[src/rtl/vt100_term_ctrl_if.sv]
// Byte-stream input and screen-buffer write bus of the VT100 write-side controller.
interface vt100_term_ctrl_if;
  logic [7:0]  i_char;
  logic        i_valid;
  logic        o_ready;
  logic        o_wr;
  logic [10:0] o_wr_addr;
  logic [7:0]  o_wr_data;

  modport master (output i_char, i_valid, input o_ready, o_wr, o_wr_addr, o_wr_data);
  modport slave  (input i_char, i_valid, output o_ready, o_wr, o_wr_addr, o_wr_data);
endinterface

[src/rtl/vt100_term_ctrl.sv]
// VT100 screen-buffer write controller: cursor tracking, control codes, auto-wrap,
// circular-row-base hardware scroll and line/screen clearing.
module vt100_term_ctrl #(
  parameter int unsigned COLS           = 80,
  parameter int unsigned ROWS           = 24,
  parameter logic [7:0]  FILL_CHAR      = 8'h20,
  parameter bit          CLEAR_ON_RESET = 1'b1
) (
  input  logic               i_clk,
  input  logic               i_rst_n,
  vt100_term_ctrl_if.slave   bus,
  output logic [4:0]         o_row_base,
  output logic [6:0]         o_cur_x,
  output logic [4:0]         o_cur_y
);

  localparam int unsigned TOTAL     = COLS * ROWS;
  localparam logic [6:0]  LAST_COL  = 7'(COLS - 1);
  localparam logic [4:0]  LAST_ROW  = 5'(ROWS - 1);
  localparam logic [10:0] LAST_CELL = 11'(TOTAL - 1);
  localparam logic [10:0] LINE_END  = 11'(COLS - 1);
  localparam logic [10:0] COLS_W    = 11'(COLS);
  localparam logic [5:0]  ROWS_W    = 6'(ROWS);

  typedef enum logic [1:0] {
    ST_IDLE     = 2'd0,
    ST_CLR_LINE = 2'd1,
    ST_CLR_ALL  = 2'd2
  } state_e;

  state_e      state_r, state_nx_s;
  logic        wr_r, wr_nx_s;
  logic [10:0] wr_addr_r, wr_addr_nx_s;
  logic [7:0]  wr_data_r, wr_data_nx_s;
  logic [4:0]  row_base_r, row_base_nx_s;
  logic [6:0]  cur_x_r, cur_x_nx_s;
  logic [4:0]  cur_y_r, cur_y_nx_s;
  logic [10:0] clr_cnt_r, clr_cnt_nx_s;
  logic [10:0] clr_addr_r, clr_addr_nx_s;

  logic [5:0]  row_sum_s;
  logic [4:0]  phys_row_s;
  logic [10:0] cur_addr_s;
  logic        printable_s;
  logic        lf_s;

  assign printable_s = (bus.i_char >= 8'h20) && (bus.i_char <= 8'h7E);
  // A line feed is due on an explicit LF or when a printable byte fills the last column.
  assign lf_s = bus.i_valid && (state_r == ST_IDLE) &&
                ((printable_s && (cur_x_r == LAST_COL)) || (bus.i_char == 8'h0A));

  // Cursor physical row: base + y folded back into 0..ROWS-1 with one compare/subtract.
  always_comb begin
    row_sum_s = {1'b0, row_base_r} + {1'b0, cur_y_r};
    if (row_sum_s >= ROWS_W) begin
      phys_row_s = 5'(row_sum_s - ROWS_W);
    end else begin
      phys_row_s = row_sum_s[4:0];
    end
    cur_addr_s = 11'(phys_row_s) * COLS_W + 11'(cur_x_r);
  end

  // Next-state, cursor and write-port decode.
  always_comb begin
    state_nx_s    = state_r;
    wr_nx_s       = 1'b0;
    wr_addr_nx_s  = wr_addr_r;
    wr_data_nx_s  = wr_data_r;
    row_base_nx_s = row_base_r;
    cur_x_nx_s    = cur_x_r;
    cur_y_nx_s    = cur_y_r;
    clr_cnt_nx_s  = clr_cnt_r;
    clr_addr_nx_s = clr_addr_r;
    case (state_r)
      ST_IDLE: begin
        // Scroll re-targets the old top row, which becomes the new bottom row.
        if (lf_s) begin
          if (cur_y_r != LAST_ROW) begin
            cur_y_nx_s = cur_y_r + 5'd1;
          end else begin
            if (row_base_r == LAST_ROW) begin
              row_base_nx_s = 5'd0;
            end else begin
              row_base_nx_s = row_base_r + 5'd1;
            end
            state_nx_s    = ST_CLR_LINE;
            clr_cnt_nx_s  = 11'd0;
            clr_addr_nx_s = 11'(row_base_r) * COLS_W;
          end
        end else begin
          cur_y_nx_s = cur_y_r;
        end
        if (bus.i_valid) begin
          if (printable_s) begin
            wr_nx_s      = 1'b1;
            wr_addr_nx_s = cur_addr_s;
            wr_data_nx_s = bus.i_char;
            if (cur_x_r == LAST_COL) begin
              cur_x_nx_s = 7'd0;
            end else begin
              cur_x_nx_s = cur_x_r + 7'd1;
            end
          end else if (bus.i_char == 8'h0D) begin
            cur_x_nx_s = 7'd0;
          end else if (bus.i_char == 8'h08) begin
            if (cur_x_r != 7'd0) begin
              cur_x_nx_s = cur_x_r - 7'd1;
            end else begin
              cur_x_nx_s = cur_x_r;
            end
          end else if (bus.i_char == 8'h0C) begin
            state_nx_s    = ST_CLR_ALL;
            row_base_nx_s = 5'd0;
            cur_x_nx_s    = 7'd0;
            cur_y_nx_s    = 5'd0;
            clr_cnt_nx_s  = 11'd0;
          end else begin
            cur_x_nx_s = cur_x_r;
          end
        end else begin
          state_nx_s = ST_IDLE;
        end
      end
      ST_CLR_LINE: begin
        wr_nx_s       = 1'b1;
        wr_addr_nx_s  = clr_addr_r;
        wr_data_nx_s  = FILL_CHAR;
        clr_addr_nx_s = clr_addr_r + 11'd1;
        if (clr_cnt_r == LINE_END) begin
          state_nx_s   = ST_IDLE;
          clr_cnt_nx_s = 11'd0;
        end else begin
          clr_cnt_nx_s = clr_cnt_r + 11'd1;
        end
      end
      ST_CLR_ALL: begin
        wr_nx_s      = 1'b1;
        wr_addr_nx_s = clr_cnt_r;
        wr_data_nx_s = FILL_CHAR;
        if (clr_cnt_r == LAST_CELL) begin
          state_nx_s   = ST_IDLE;
          clr_cnt_nx_s = 11'd0;
        end else begin
          clr_cnt_nx_s = clr_cnt_r + 11'd1;
        end
      end
      default: begin
        state_nx_s = ST_IDLE;
      end
    endcase
  end

  // State and registered outputs; reset aborts any clear in progress.
  always_ff @(posedge i_clk) begin
    if (!i_rst_n) begin
      state_r    <= CLEAR_ON_RESET ? ST_CLR_ALL : ST_IDLE;
      wr_r       <= 1'b0;
      wr_addr_r  <= 11'd0;
      wr_data_r  <= 8'd0;
      row_base_r <= 5'd0;
      cur_x_r    <= 7'd0;
      cur_y_r    <= 5'd0;
      clr_cnt_r  <= 11'd0;
      clr_addr_r <= 11'd0;
    end else begin
      state_r    <= state_nx_s;
      wr_r       <= wr_nx_s;
      wr_addr_r  <= wr_addr_nx_s;
      wr_data_r  <= wr_data_nx_s;
      row_base_r <= row_base_nx_s;
      cur_x_r    <= cur_x_nx_s;
      cur_y_r    <= cur_y_nx_s;
      clr_cnt_r  <= clr_cnt_nx_s;
      clr_addr_r <= clr_addr_nx_s;
    end
  end

  assign bus.o_ready     = (state_r == ST_IDLE);
  assign bus.o_wr        = wr_r;
  assign bus.o_wr_addr   = wr_addr_r;
  assign bus.o_wr_data   = wr_data_r;
  assign o_row_base      = row_base_r;
  assign o_cur_x         = cur_x_r;
  assign o_cur_y         = cur_y_r;

endmodule

[src/flat_wrapper.sv]
// flat-port wrapper written by rule: the top's interface ports become plain ports
module vt100_term_ctrl_flat 
#(
  parameter int unsigned COLS           = 80,
  parameter int unsigned ROWS           = 24,
  parameter logic [7:0]  FILL_CHAR      = 8'h20,
  parameter bit          CLEAR_ON_RESET = 1'b1
)
  (i_clk, i_rst_n, o_row_base, o_cur_x, o_cur_y, bus_i_char, bus_i_valid, bus_o_ready, bus_o_wr, bus_o_wr_addr, bus_o_wr_data);
  vt100_term_ctrl_if bus_i ();
  input  logic i_clk;
  input  logic i_rst_n;
  output logic [4:0] o_row_base;
  output logic [6:0] o_cur_x;
  output logic [4:0] o_cur_y;
  input wire logic [$bits(bus_i.i_char)-1:0] bus_i_char;
  input wire logic [$bits(bus_i.i_valid)-1:0] bus_i_valid;
  output wire logic [$bits(bus_i.o_ready)-1:0] bus_o_ready;
  output wire logic [$bits(bus_i.o_wr)-1:0] bus_o_wr;
  output wire logic [$bits(bus_i.o_wr_addr)-1:0] bus_o_wr_addr;
  output wire logic [$bits(bus_i.o_wr_data)-1:0] bus_o_wr_data;
  assign bus_i.i_char = bus_i_char;
  assign bus_i.i_valid = bus_i_valid;
  assign bus_o_ready = bus_i.o_ready;
  assign bus_o_wr = bus_i.o_wr;
  assign bus_o_wr_addr = bus_i.o_wr_addr;
  assign bus_o_wr_data = bus_i.o_wr_data;
  vt100_term_ctrl #(.COLS(COLS), .ROWS(ROWS), .FILL_CHAR(FILL_CHAR), .CLEAR_ON_RESET(CLEAR_ON_RESET)) u_core (.i_clk(i_clk), .i_rst_n(i_rst_n), .bus(bus_i), .o_row_base(o_row_base), .o_cur_x(o_cur_x), .o_cur_y(o_cur_y));
endmodule
[config.mk]
export PLATFORM = sky130hd
export DESIGN_NAME = vt100_term_ctrl_flat
export DESIGN_NICKNAME = d
export VERILOG_FILES = /design/src/rtl/vt100_term_ctrl_if.sv /design/src/rtl/vt100_term_ctrl.sv /design/src/flat_wrapper.sv
export SDC_FILE = /design/constraint.sdc
export NUM_CORES = 1
export LEC_CHECK = 0
export ABC_AREA = 0
export CAP_MARGIN = 10
export CORE_UTILIZATION = 50
export DETAILED_ROUTE_END_ITERATION = 16
export PLACE_DENSITY = 0.75
export SYNTH_ARGS = -nofsm -noshare
export SYNTH_HDL_FRONTEND = slang
export SYNTH_SLANG_ARGS = --single-unit
[constraint.sdc]
create_clock -name i_clk -period 4.1 [get_ports i_clk]
set_clock_uncertainty 0.2 [all_clocks]
set_input_delay 0.615 -clock i_clk [delete_from_list [all_inputs] [get_ports i_clk]]
set_output_delay 0.615 -clock i_clk [all_outputs]
set_load 0.02 [all_outputs]
; Word level (Yosys, flattened, before mapping)
; Index checks and enable logic that the tools add are counted.
[op_classes]
reduce_logical = 17
add_sub_neg = 9
magnitude_cmp = 3
mux = 54
div_mod_pow = 0
bitwise_logic = 0
eq_ne = 18
shifts = 0
n_mul = 2
[op_table]
columns = operator, n
row1 = $mux W11, 13
row2 = $mux W5, 16
row3 = $pmux W11 S3, 2
row4 = $mux W7, 6
row5 = $eq A8 B4 Y1 const B, 4
row6 = $add A11 B1 Y11 const B, 2
row7 = $pmux W11 S2, 1
row8 = $mux W2, 9
row9 = $mux W8, 2
row10 = $pmux W8 S2, 1
row11 = $mul A5 B3 Y7 const B, 2
row12 = $add A11 B7 Y11, 1
row13 = $eq A11 B11 Y1 const B, 1
row14 = $eq A11 B7 Y1 const B, 1
row15 = $add A5 B1 Y5 const B, 2
row16 = $reduce_and A3 Y1, 3
row17 = $ge A8 B6 Y1 const B, 1
row18 = $le A8 B7 Y1 const B, 1
row19 = $ne A2 B1 Y1 const B, 4
row20 = $add A7 B1 Y7 const B, 1
row21 = $eq A7 B7 Y1 const B, 1
row22 = $reduce_bool A7 Y1, 1
row23 = $sub A7 B1 Y7 const B, 1
row24 = $add A5 B5 Y6, 1
row25 = 20 further kinds, 26
[word_totals]
wordCells = 112
ramBits = 0
output_inout_bits = 38
latchBits = 0
in_bits = 11
ff_bits = 61
n_memories = 0
rom_bits = 0

; Logic depth before layout (Yosys ltp)
[depth]
word_depth = 12
ltp_mapped = 15
ltp_nobuf = 15

; Worst setup path after synthesis
; No wires, ideal clock.
[synth_path]
path_kind = reg-to-reg
startpoint = register u_core.row_base_r[0] (netlist: u_core.o_row_base[0])
endpoint = register u_core.wr_addr_r[10] (netlist: u_core.bus.o_wr_addr[10])
path_buffers = 0
t_required_ns = 3.774
stages_incl_launch_ff = 14
period_less_slack_ns = 4.301
setup_ns = 0.126
path_slack_ns = -0.201
t_arrival_ns = 3.975
cell_sequence = dfxtp_1 > ha_1 > fa_1 > a21o_1 > a21oi_1 > a211oi_1 > or4_1 > ha_1 > fa_1 > o2111ai_1 > mux2i_1 > a221oi_1 > xor2_1 > o211ai_1
[synth_via]
elab_chain_len = 8
word_cells_on_any_way = 9
cone_classes = 3 x add/sub / 1 x mul / 1 x order compare / 4 x mux
[synth_lines]
columns = item, line_no
row1 = start: declaration, vt100_term_ctrl.sv:35  ; logic [4:0] row_base_r, row_base_nx_s;
row2 = start signal: assignment, vt100_term_ctrl.sv:170  ; row_base_r <= row_base_nx_s;
row3 = $add A5 B5 Y6 *, vt100_term_ctrl.sv:54  ; row_sum_s = {1'b0, row_base_r} + {1'b0, cur_y_r};
row4 = $sub A5 B5 Y5 or $ge A6 B5 Y1 (tied branches), "vt100_term_ctrl.sv:56, vt100_term_ctrl.sv:55"
row5 = $mux W5 *, vt100_term_ctrl.sv:55  ; if (row_sum_s >= ROWS_W) begin
row6 = $mul A5 B3 Y7 *, vt100_term_ctrl.sv:60  ; cur_addr_s = 11'(phys_row_s) * COLS_W + 11'(cur_x_r);
row7 = $add A11 B7 Y11 *, vt100_term_ctrl.sv:60
row8 = $mux W11 *, vt100_term_ctrl.sv:94  ; if (printable_s) begin
row9 = $mux W11 *, vt100_term_ctrl.sv:93  ; if (bus.i_valid) begin
row10 = $pmux W11 S3 *, vt100_term_ctrl.sv:74  ; case (state_r)
row11 = end signal: assignment, vt100_term_ctrl.sv:168  ; wr_addr_r <= wr_addr_nx_s;
row12 = end: declaration, vt100_term_ctrl.sv:33  ; logic [10:0] wr_addr_r, wr_addr_nx_s;
; Every way passes the cells marked *; elsewhere a longest branch is shown, timed or not. The select of a mux whose other input is x is not followed.
; A chain may end at the register's enable or synchronous reset.

; Worst setup path after layout
; Ends and elaborated chain as after synthesis.

==> results.sh <==
export IMPL_cts_htree_levels=3
export IMPL_hold_start="u_core.bus.o_wr_addr[3]"
export IMPL_drc=0
export IMPL_p_total_w=0.00137
export IMPL_worst_slew_pin_slew_ns=0.894
export IMPL_clk_pin_slew_ns=0.07
export IMPL_finalMaxSlewViolations=0
export IMPL_dr_pass1_iters=5
export IMPL_coreArea_sq_um=8260
export IMPL_synth_commonest_cells="dfxtp_1 (61), nand2_1 (55), a21oi_1 (51)"
export IMPL_numCtsBuffers=9
export IMPL_hold_path_end="u_core.bus.o_wr_addr[3]"
export IMPL_vdd_ir_drop_max_mv=0.229
export IMPL_antenna_found_initial=0
export IMPL_fin_setup_tns_ns=0
export IMPL_grt_pass1_vias=4027
export IMPL_drt_iter0_markers=433
export IMPL_path_cells="ha_2, fa_2, a21o_1, a21oi_4, a211oi_1, or4_4, ha_4, fa_2, o2111ai_1, mux2i_1, a221oi_2, xor2_1, o211ai_1"
export IMPL_cts_tree="yes"
export IMPL_synth_seq_cells=61
export IMPL_criticalPathCategory="flop to flop"
export IMPL_slowest_stage="or4_4"
export IMPL_drt_total_wl_mm=11.9
export IMPL_synth_edf_count=0
export IMPL_avgRoutedWirePerCell_microns=17.4
export IMPL_dpl_hpwl_mm=8.67
export IMPL_status="complete, no violations"
export IMPL_async_flop_share=0
export IMPL_die_area_sq_um=8990
export IMPL_clk_latency_ns=0.34
export IMPL_crit_fanout=5
export IMPL_grt_max_degree=22
export IMPL_nets=623
export IMPL_syn_inst=534
export IMPL_finalSetupViolCount=0
export IMPL_hold_viol=0
export IMPL_r2r_cells=13
export IMPL_synth_cell_types=73
export IMPL_clock_path_buffers=2
export IMPL_r2r_setup_slack_ns=0.12
export IMPL_port_buffers=48
export IMPL_start_util=0.521
export IMPL_synth_main_ff_cell="dfxtp_1"
export IMPL_fmax_mhz=251
export IMPL_vias=4317
export IMPL_max_stage_delay_ns=0.55
export IMPL_hold_class="flop to flop"
export IMPL_grt_remaining_overflow=0
export IMPL_grt_pass1_wl_mm=19.4
export IMPL_yosys_area_top_type="dfxtp_1"
export IMPL_power_density_nw_per_um2=266
export IMPL_netlist_area_sq_um=4310
export IMPL_cp_startpoint="u_core.o_row_base[0]"
export IMPL_synth_top_area_share=0.284
export IMPL_ios=49
export IMPL_relSlewSlack=0.404
export IMPL_worstPathArrival_ns=4.00
export IMPL_seq_area_frac_synth=0.284
export IMPL_rows=33
export IMPL_r2r_start="u_core.o_row_base[0]"
export IMPL_cp_common_cell="fa_2"
export IMPL_die_y_microns=94.8
export IMPL_reg2reg_to="u_core.bus.o_wr_addr[10]"
export IMPL_area_growth_pct=19.3
export IMPL_hold_buffers=0
export IMPL_drive_gt1_frac=0.0981
export IMPL_n_antenna_cell=0
export IMPL_syn_area_per_cell_sq_um=8.06
export IMPL_ys_warn_count=0
export IMPL_required_ns=4.12
export IMPL_die_w_microns=94.8
export IMPL_cts_sinks=61
export IMPL_syn_num_nets=581
export IMPL_post_synth_top_count_cell="dfxtp_1"
export IMPL_holdWs_ns=0.256
export IMPL_timing_final_crit_share=0.971
export IMPL_cp_start_kind="flop"
export IMPL_p_leak_nw=2.07
export IMPL_place_congestion=0.876
export IMPL_cts_root_buf="clkbuf_8"
export IMPL_utilization=0.622
export IMPL_cap_violations=0
export IMPL_ant_nets=0
export IMPL_hold_path_cell_count=2
export IMPL_critPathCaptureType="flop"
export IMPL_n_fill_cell=737
export IMPL_period_needed_ns=3.98
export IMPL_synth_area_leaders="dfxtp_1 (28%), ha_1 (9.3%), a21oi_1 (5.9%), nand2_1 (4.8%), nand3_1 (3.5%)"
export IMPL_grt_usage=0.275
export IMPL_vias_per_cell=6.29
## per-stage QoR
stage / worst slack, ns / std cells / instance area [sq um]
after global placement: 0.0771 / 669 / 4890
after floorplan: 0.00259 / 534 / 4310
after detailed placement: -0.0497 / 669 / 4890
after CTS: 0.00989 / 685 / 5100
final: 0.120 / 686 / 5130
after global routing: -0.00556 / 686 / 5130
## sequential cells by signal, indices dropped and copies added (netlist names)
name,count
u_core.clr_addr_r,11
u_core.bus.o_wr,1
u_core.state_r,2
u_core.o_cur_x,7
u_core.clr_cnt_r,11
u_core.bus.o_wr_data,8
u_core.bus.o_wr_addr,11
u_core.o_cur_y,5
u_core.o_row_base,5
## logic make-up (layout without fill, tap and decap cells)
kind of cell               count (synthesis)  in the layout  synth area share
AOI/OAI and AO/OA                        168            168             0.275
xor gates and xnor gates                  15             15            0.0305
adders and majority gates                 36             36             0.112
buffers and inverters                     49             96            0.0482
DFF                                       61             61             0.284
muxes                                      8              8            0.0186
and+or+nand+nor                          197            197             0.233
## where the power goes
group	switching [W]	internal, W	leakage (nW)	total [W]
combinational	0.000116	0.0000729	1.47	0.000189
clock	0.000257	0.000296	0.106	0.000553
sequential	0.0000155	0.000611	0.494	0.000626
## worst max-delay path: cells and delay by family (launching register included)
family,cells,cell delay (ns)
adders and majority gates,4,1.40
AOI/OAI and AO/OA,6,1.04
and+or+nand+nor,1,0.55
DFF,1,0.33
xor gates and xnor gates,1,0.19
muxes,1,0.16
## per-layer routing
metal / vias up / track usage / wire length [microns]
met4: 0 / 0.0720 / 202
met2: 161 / 0.451 / 5560
met1: 2048 / 0.363 / 5420
li1: 2087 / - / -
met3: 21 / 0.0636 / 731
met5: - / 0 / 0
## layout make-up
type	instances	area, sq um	area share
clock buffers	10	138	0.0268
repair buffers	64	601	0.117
clock inverters	6	62.6	0.0122
flip-flops and latches	61	1220	0.238
multi-input cells	424	2920	0.569
inverters	16	60.1	0.0117
well taps	105	131	0.0256
## placed cells by master, fill, tap and decap left out, drive strengths merged, types with 5 or more instances in the layout
master	n
clkbuf	10
a211o	10
a21oi	51
nand4	6
o31ai	6
nor3	17
xor2	11
dfxtp	61
and2	7
nor2	35
nor2b	7
nand2	55
a221oi	7
buf	16
inv	15
nand3	32
nor4	7
o21ai	24
clkdlybuf4s50	48
mux2i	8
ha	32
and3	10
o32ai	6
clkinv	6
a21o	8
a22o	5
## timing repair
item,4_1_cts,5_1_grt
endpoints found under the setup margin,1,2
pin swaps,1,6
endpoints found under the hold margin,0,0
setup buffers,0,1
gates resized for setup,2,6
## worst max path at each step
stage,to,slack [ns],cells after the start
final,u_core.bus.o_wr_addr[10],0.12,13
after floorplan,u_core.bus.o_wr_addr[10],0.003,13
after CTS,u_core.bus.o_wr_addr[10],0.01,13
after global placement,u_core.bus.o_wr_addr[10],0.08,14
after detailed placement,u_core.bus.o_wr_addr[10],-0.05,14
after global routing,u_core.bus.o_wr_addr[10],-0.006,13
No activity file was read; power rests on OpenSTA's default activity.
